==> config.mk <==
export PLATFORM = sky130hd
export DESIGN_NAME = router_pkt_tx
export DESIGN_NICKNAME = d
export VERILOG_FILES = /design/src/rtl/router_pkt_tx.sv
export SDC_FILE = /design/constraint.sdc
export NUM_CORES = 1
export LEC_CHECK = 0
export CAP_MARGIN = 20
export CORE_UTILIZATION = 40
export CTS_BUF_LIST = sky130_fd_sc_hd__clkbuf_8
export CTS_CLUSTER_SIZE = 20
export DETAILED_ROUTE_END_ITERATION = 8
export PLACE_DENSITY_LB_ADDON = 0.12
export SKIP_CTS_REPAIR_TIMING = 1
export SYNTH_ARGS = -nofsm -noshare
export SYNTH_HDL_FRONTEND = slang
export SYNTH_SLANG_ARGS = --single-unit
==> constraint.sdc <==
create_clock -name clock -period 3.1 [get_ports clock]
set_clock_uncertainty 0.1 [all_clocks]
set_input_delay 0.93 -clock clock [delete_from_list [all_inputs] [get_ports clock]]
set_output_delay 0.93 -clock clock [all_outputs]
set_load 0.03 [all_outputs]
==> src/rtl/router_pkt_tx.sv <==
// rtl/router_pkt_tx.sv - 1x3 router packet transmitter: buffers a payload, then sends header/payload/parity
// Optional `ROUTER_TX_PARITY_ERR_EN adds corrupt_parity to flip parity bit 0 for router error testing.
module router_pkt_tx #(
  parameter int IDLE_GAP = 2
) (
  input  logic       clock,
  input  logic       resetn,
  input  logic       start,
  input  logic [1:0] dest,
  input  logic [5:0] length,
  output logic       tx_ready,
  input  logic [7:0] pay_data,
  input  logic       pay_valid,
  output logic       pay_ready,
  input  logic       busy,
  output logic       pkt_valid,
  output logic [7:0] tx_data,
  output logic       done,
  output logic       req_err
`ifdef ROUTER_TX_PARITY_ERR_EN
  ,
  input  logic       corrupt_parity
`endif
);

  typedef enum logic [2:0] {IDLE, LOAD, HEADER, PAYLOAD, PARITY, GAP} state_t;

  localparam logic [3:0] GAP_LAST = 4'(IDLE_GAP - 1);

  state_t     state;
  logic [5:0] wr_cnt;
  logic [5:0] rd_cnt;
  logic [3:0] gap_cnt;
  logic [1:0] dest_q;
  logic [5:0] len_q;
  logic [7:0] parity;
  logic [7:0] parity_tx;
  logic [7:0] pay_buf [0:62];

  wire load_accept = (state == LOAD) && pay_valid && pay_ready;

`ifdef ROUTER_TX_PARITY_ERR_EN
  logic corrupt_q;

  always_ff @(posedge clock) begin
    if (resetn)
      corrupt_q <= 1'b0;
    else if (state == IDLE && start && dest != 2'd3 && length != 6'd0)
      corrupt_q <= corrupt_parity;
  end

  assign parity_tx = parity ^ {7'd0, corrupt_q};
`else
  assign parity_tx = parity;
`endif

  // Payload storage has no reset; contents are only read after being written in LOAD.
  always_ff @(posedge clock) begin
    if (!resetn && load_accept)
      pay_buf[wr_cnt] <= pay_data;
  end

  always_ff @(posedge clock) begin
    if (resetn) begin
      state     <= IDLE;
      tx_ready  <= 1'b1;
      pay_ready <= 1'b0;
      pkt_valid <= 1'b0;
      tx_data   <= 8'h00;
      done      <= 1'b0;
      req_err   <= 1'b0;
      wr_cnt    <= 6'd0;
      rd_cnt    <= 6'd0;
      gap_cnt   <= 4'd0;
      dest_q    <= 2'd0;
      len_q     <= 6'd0;
      parity    <= 8'h00;
    end else begin
      done    <= 1'b0;
      req_err <= 1'b0;
      case (state)
        IDLE: begin
          if (start) begin
            if (dest != 2'd3 && length != 6'd0) begin
              dest_q    <= dest;
              len_q     <= length;
              parity    <= {length, dest};
              wr_cnt    <= 6'd0;
              rd_cnt    <= 6'd0;
              tx_ready  <= 1'b0;
              pay_ready <= 1'b1;
              state     <= LOAD;
            end else begin
              req_err <= 1'b1;
            end
          end
        end
        LOAD: begin
          if (load_accept) begin
            parity <= parity ^ pay_data;
            wr_cnt <= wr_cnt + 6'd1;
            if (wr_cnt + 6'd1 == len_q) begin
              pay_ready <= 1'b0;
              pkt_valid <= 1'b1;
              tx_data   <= {len_q, dest_q};
              state     <= HEADER;
            end
          end
        end
        HEADER: begin
          if (!busy) begin
            tx_data <= pay_buf[6'd0];
            rd_cnt  <= 6'd0;
            state   <= PAYLOAD;
          end
        end
        PAYLOAD: begin
          // rd_cnt names the byte currently on tx_data; it ends at len_q, never past it.
          if (!busy) begin
            rd_cnt <= rd_cnt + 6'd1;
            if (rd_cnt == len_q - 6'd1) begin
              pkt_valid <= 1'b0;
              tx_data   <= parity_tx;
              state     <= PARITY;
            end else begin
              tx_data <= pay_buf[rd_cnt + 6'd1];
            end
          end
        end
        PARITY: begin
          if (!busy) begin
            done    <= 1'b1;
            tx_data <= 8'h00;
            gap_cnt <= 4'd0;
            if (IDLE_GAP == 0) begin
              tx_ready <= 1'b1;
              state    <= IDLE;
            end else begin
              state <= GAP;
            end
          end
        end
        GAP: begin
          if (gap_cnt == GAP_LAST) begin
            tx_ready <= 1'b1;
            state    <= IDLE;
          end else begin
            gap_cnt <= gap_cnt + 4'd1;
          end
        end
        default: state <= IDLE;
      endcase
    end
  end

endmodule

==> impl_metrics.py, run 1 <==
metrics = {
    "outcome": {
        "status": "completed",
    },
    "floorplanning": {
        "die_area_sq_mm": 0.0576,
        "initial_core_util_pct": 40.8,
        "rows": 86,
        "ios": 34,
        "dieHeight_microns": 240,
        "core_sq_mm": 0.0555,
        "die_x_microns": 240,
    },
    "critical_path": {
        "crit_end": "tx_data[0]",
        "slowest_stage": "ha_4",
        "r2r_end": "tx_data[0]",
        "crit_cells": 11,
        "path_delay_family": "buffers and inverters",
        "max_stage_delay_ns": 0.46,
        "crit_buf_inv": 3,
        "cp-startpoint": "rd_cnt[0]",
        "rrSetupSlack_ns": 0.11,
        "crit_arrival_ns": 3.45,
        "required_ns": 3.56,
        "crit_fanout": 12,
        "ff2ff_path_depth": 11,
        "endpoint_kind": "flop",
        "worst-setup-path-type": "reg -> reg",
        "start_kind": "flop",
        "r2r_start": "rd_cnt[0]",
        "cp_cell_sequence": "ha_4 > buf_12 > buf_4 > mux4_2 > nand2_1 > nand2_1 > a222oi_1 > buf_4 > nor2_1 > nor3_1 > o21ai_0",
    },
    "min_path": {
        "holdCritPathClass": "reg -> reg",
        "holdCritStartpoint": "tx_ready",
    },
    "layout": {
        "nNetsFinal": 1626,
        "mostFrequentLayoutCell": "edfxtp_1",
        "fin_util_pct": 48.3,
        "area_growth_pct": 18.3,
        "final_cell_mix": "edfxtp_1 (504), buf_4 (176), nand2_1 (140)",
        "drive_gt1_share_pct": 27.8,
    },
    "place": {
        "hpwl_mm": 39.8,
        "place_congestion": 0.843,
        "pre_cts_slack_ns": -0.187,
        "io_buffers": 33,
    },
    "sta": {
        "fmaxAchievable_ghz": 0.334,
        "setup_viol": 0,
        "rsz0062_at_grt": "false",
        "final-hold-violation-count": 0,
        "fin_ws_ns": 0.110,
        "relSlewSlack_pct": 44.0,
        "report.final.slew_viol_count": 0,
        "min_period_ns": 2.99,
        "worst_pin_slew_ns": 0.840,
        "finalCritPeriodShare_pct": 96.5,
    },
    "routing": {
        "drt_iter0_markers": 1032,
        "wire_per_inst_microns": 24.5,
        "vias_per_cell": 5.38,
        "ant_nets": 0,
        "routed_wl_mm": 59.2,
        "via_count": 13000,
        "post-route-drc-count": 0,
        "firstDrtPassIters": 5,
    },
    "clock_network": {
        "cts.sinks": 552,
        "clock-root-buffer": "clkbuf_8",
        "tritoncts.num_buffers": 94,
        "clk_latency_ns": 0.69,
        "cts_tree": "yes",
        "cts-htree-levels": 3,
        "clk_path_buf_depth": 3,
        "clk_pin_slew_ns": 0.06,
    },
    "global_route": {
        "grt_busiest_layer": "met2",
        "grt_pass1_vias": 13300,
        "met1_usage_pct": 30.2,
        "antenna_found_initial": 1,
        "grtUsageTotal_pct": 21.2,
        "grt_use_met2_pct": 32.2,
        "globalRouteMet3Util_pct": 4.35,
        "globalRoute.totalOverflow": 0,
        "grt_pass1_wl_mm": 87.7,
        "grt_max_degree": 50,
    },
    "job": {
        "max_cap_viol_count": 0,
    },
    "yosys": {
        "synthArstFlopShare_pct": 0,
        "synth.net_count": 1389,
        "ys_warn_count": 0,
        "synth_ff_type": "edfxtp_1",
        "synth-seq-cells": 552,
        "synth_area_sq_mm": 0.0227,
        "synth-edff-count": 504,
        "netlist_instances": 1363,
        "synth.distinct_cells": 62,
        "ys_seq_area_share_pct": 71.0,
        "avgSynthCellArea_sq_um": 16.6,
    },
    "pwr": {
        "irDropWorstVdd_v": 0.000285,
        "total_leakage_power_nw": 8.77,
        "p_per_area_mw_per_mm2": 541,
    },
}
-- layer usage --
layer,vias to the layer above,share of wire [%]
li1,5851,-
met1,6651,46
met2,435,45
met3,93,5.9
met4,0,2.9
met5,-,0
-- power breakdown --
group | internal [mW] | leakage (nW) | switching [mW] | total [mW]
clock network | 3.02 | 0.975 | 2.88 | 5.90
logic | 0.138 | 2.88 | 0.312 | 0.450
registers | 8.13 | 4.92 | 0.0190 | 8.15
-- worst min path at each step --
| stage | cells after the start | slack, ns | end |
|---|---|---|---|
| after CTS | 2 | 0.35 | tx_ready |
| after global routing | 2 | 0.37 | tx_ready |
| after detailed placement | 2 | 0.34 | tx_ready |
| final | 2 | 0.34 | tx_ready |
| after global placement | 2 | 0.33 | tx_ready |
| after floorplan | 2 | 0.34 | dest_q[0] |
-- area by class of cell --
type,instances,area [sq um]
inverter,7,26.3
tap,748,936
multi-input combinational,724,6230
antenna,1,2.50
clock inverter,74,365
sequential,552,16100
timing repair buffer,221,1850
clock buffer,95,1310
fill,4837,28700
-- cells in the mapped netlist (3+ instances only) --
master / instances / area [sq um]
mux2i_1: 22 / 220
a22oi_1: 4 / 30.0
nor2_1: 119 / 447
xor2_1: 13 / 114
nor3_1: 26 / 130
mux2_2: 7 / 78.8
o211ai_1: 7 / 52.6
nand2_1: 140 / 526
dfxtp_1: 48 / 961
nor3b_1: 10 / 75.1
inv_1: 7 / 26.3
nand4_1: 11 / 68.8
mux4_2: 124 / 2790
buf_2: 16 / 80.1
edfxtp_1: 504 / 15100
a21oi_1: 43 / 215
xnor2_1: 12 / 105
a31oi_1: 14 / 87.6
clkbuf_1: 46 / 173
nand3b_1: 9 / 67.6
nor2b_1: 5 / 31.3
nand2b_1: 23 / 144
a32o_1: 14 / 140
ha_1: 5 / 62.6
or2_2: 5 / 31.3
o21ai_0: 32 / 160
nor4_1: 3 / 18.8
nand3_1: 30 / 150
buf_6: 4 / 45.0
a222oi_1: 6 / 60.1
or3_1: 4 / 25.0
buf_1: 12 / 45.0
-- worst min-delay path, cell delays in order, from the launching register on --
cell and delay (ns):
dfxtp_1 0.30, nand2_1 0.05, nand2_1 0.04
-- flip-flops by register name, summed over array words and instances, names as in the netlist, 2 cells and up --
name / count
rd_cnt: 6
dest_q: 2
parity: 8
tx_data: 8
wr_cnt: 6
pay_buf: 504
gap_cnt: 4
state: 3
len_q: 6
-- stage by stage --
| step | power [mW] | cell area [sq um] | hold slack [ns] | setup TNS (ns) | instances |
|---|---|---|---|---|---|
| after CTS | 14.7 | 26800 | 0.345 | 0 | 2421 |
| after global routing | 15.0 | 26800 | 0.365 | 0 | 2422 |
| after detailed placement | 8.76 | 25100 | 0.338 | -59.00 | 2252 |
| final | 14.5 | 26800 | 0.339 | 0 | 2422 |
| after global placement | 8.76 | 25100 | 0.334 | -52.16 | 2252 |
| after floorplan | 8.49 | 22700 | 0.337 | 0 | 1363 |
-- cell families (layout without fill, tap and decap cells) --
family	count (synthesis)	count (layout)	share of synthesized area, %
flip-flops	552	552	71.0
AND/OR/NAND/NOR	399	399	8.09
adder cells (fa/ha/maj)	5	5	0.276
AO/OA/AOI/OAI	142	142	4.31
XOR/XNOR	25	25	0.966
buffers and inverters	87	397	1.70
multiplexers	153	153	13.6
other	0	1	0
Power figures use the tool's default switching activity.
==> run 2: changes to the inputs <==
--- a/config.mk
+++ b/config.mk
@@ -5,12 +5,12 @@
 export SDC_FILE = /design/constraint.sdc
 export NUM_CORES = 1
 export LEC_CHECK = 0
-export CAP_MARGIN = 20
+export CAP_MARGIN = 0
 export CORE_UTILIZATION = 40
 export CTS_BUF_LIST = sky130_fd_sc_hd__clkbuf_8
 export CTS_CLUSTER_SIZE = 20
 export DETAILED_ROUTE_END_ITERATION = 8
-export PLACE_DENSITY_LB_ADDON = 0.12
+export PLACE_DENSITY = 0.65
 export SKIP_CTS_REPAIR_TIMING = 1
 export SYNTH_ARGS = -nofsm -noshare
 export SYNTH_HDL_FRONTEND = slang
==> run 2 against run 1 <==
Net effect:
- global-route usage decreased by 1.5 points
- final cell count decreased by 1.3%
- largest power group unchanged
- via count increased by 0.90%
- power decreased by 3.3%
- highest routed layer unchanged
- worst hold slack improved by 0.0050 ns
==> impl_metrics.py, run 2 (synthesis gave the netlist of run 1 again) <==
metrics = {
    "outcome": {
        "status": "completed",
    },
    "pwr": {
        "comb_power_share_pct": 3.1,
        "clockPowerShare_pct": 38.8,
        "irDropWorstVdd_v": 0.000287,
        "switchingPower_mw": 3.14,
        "power_frac_seq_pct": 58.1,
        "power.internal_mw": 10.9,
        "swShare_pct": 22.4,
        "p_per_area_mw_per_mm2": 529,
        "total_leakage_power_nw": 8.59,
    },
    "floorplanning": {
        "ios": 34,
        "dieHeight_microns": 240,
        "rows": 86,
        "core_sq_mm": 0.0555,
        "die_x_microns": 240,
        "initial_core_util_pct": 40.8,
        "die_area_sq_mm": 0.0576,
    },
    "routing": {
        "via_count": 13100,
        "routed_wl_mm": 55.7,
        "wl_met3_mm": 3.93,
        "met1_length_mm": 24.1,
        "post-route-drc-count": 0,
        "firstDrtPassIters": 6,
        "ant_nets": 0,
        "wire_per_inst_microns": 23.3,
        "drt_iter0_markers": 1402,
        "vias_per_cell": 5.50,
        "highest_layer": "met4",
        "wl_met2_mm": 26.6,
    },
    "min_path": {
        "holdCritPathClass": "reg -> reg",
        "holdCritStartpoint": "tx_ready",
    },
    "layout": {
        "fin_cells": 2390,
        "final_cell_mix": "edfxtp_1 (504), buf_4 (158), nand2_1 (140)",
        "area_growth_pct": 17.0,
        "fin_util_pct": 47.8,
        "drive_gt1_share_pct": 26.7,
        "mostFrequentLayoutCell": "edfxtp_1",
        "largest_reg_flops": 504,
        "antenna_cells": 0,
        "top_register": "pay_buf",
        "fin_area_sq_mm": 0.0265,
        "nNetsFinal": 1599,
        "reg.largest.list": "pay_buf x504, parity x8, tx_data x8",
    },
    "global_route": {
        "globalRoute.totalOverflow": 0,
        "grt_pass1_wl_mm": 83.2,
        "grt_pass1_vias": 13200,
        "antenna_found_initial": 0,
        "grt_max_degree": 50,
        "grtUsageTotal_pct": 19.8,
    },
    "clock_network": {
        "cts_tree": "yes",
        "clock-root-buffer": "clkbuf_8",
        "clk_latency_ns": 0.67,
        "tritoncts.num_buffers": 86,
        "clk_pin_slew_ns": 0.06,
        "cts-htree-levels": 3,
        "cts.sinks": 552,
        "clk_path_buf_depth": 3,
    },
    "critical_path": {
        "start_kind": "flop",
        "crit_arrival_ns": 3.37,
        "required_ns": 3.55,
        "worst-setup-path-type": "reg -> reg",
        "r2r_start": "rd_cnt[0]",
        "endpoint_kind": "flop",
        "crit_fanout": 48,
        "cp-startpoint": "rd_cnt[0]",
    },
    "sta": {
        "worst_pin_slew_ns": 0.805,
        "finalCritPeriodShare_pct": 94.2,
        "min_period_ns": 2.92,
        "report.final.slew_viol_count": 0,
        "fmaxAchievable_ghz": 0.342,
        "setup_viol": 0,
        "final-hold-violation-count": 0,
        "rsz0062_at_grt": "false",
        "relSlewSlack_pct": 46.0,
    },
    "place": {
        "place_congestion": 0.890,
        "dp_cells": 2233,
        "hpwl_mm": 37.0,
        "dpl-instance-area_sq_mm": 0.0250,
        "io_buffers": 33,
    },
    "job": {
        "max_cap_viol_count": 0,
    },
}
[run 2: worst max-delay path, cell delays in order (launching register included)]
cell and delay (ns):
dfxtp_4 0.37, ha_4 0.42, buf_12 0.31, buf_4 0.32
mux4_2 0.37, nand2_1 0.09, a32o_1 0.26, nor3_1 0.10
nor3_1 0.31, o2bb2ai_1 0.10
[run 2: cell type report]
class / instances / area, sq um
Timing Repair Buffer: 202 / 1700
Multi-Input combinational cell: 724 / 6240
Fill cell: 4699 / 29000
Clock buffer: 86 / 1180
Clock inverter: 71 / 325
Inverter: 7 / 26.3
Sequential cell: 552 / 16100
Tap cell: 748 / 936
[run 2: per-layer routing]
metal	vias up	GRT usage, %
li1	5788	-
met1	6718	27.7
met2	558	31.6
met3	83	3.40
met4	0	5.75
met5	-	0
[run 2: worst paths after layout]
| path | depth (start not counted) | slack, ns | end |
|---|---|---|---|
| hold / removal | 2 | 0.34 | tx_ready |
| hold reg to reg | 2 | 0.34 | tx_ready |
| setup reg to reg | 9 | 0.18 | tx_data[4] |
| setup / recovery | 9 | 0.18 | tx_data[4] |
[run 2: power groups by stage]
stage,sequential [mW],clock [mW],combinational (mW)
finish,8.15,5.43,0.437
global placement,8.30,0,0.426
floorplan,8.31,0,0.176
global route,8.15,5.86,0.470
CTS,8.15,5.54,0.438
detailed placement,8.31,0,0.436
[run 2: stage by stage]
step	TNS, ns	worst slack [ns]	hold slack [ns]	power [mW]
5_1_grt	0	0.0238	0.371	14.5
3_5_place_dp	-55.27	-0.233	0.341	8.74
3_3_place_gp	-45.93	-0.229	0.328	8.73
2_1_floorplan	0	0.210	0.337	8.49
4_1_cts	0	0.174	0.349	14.1
6_report	0	0.179	0.344	14.0
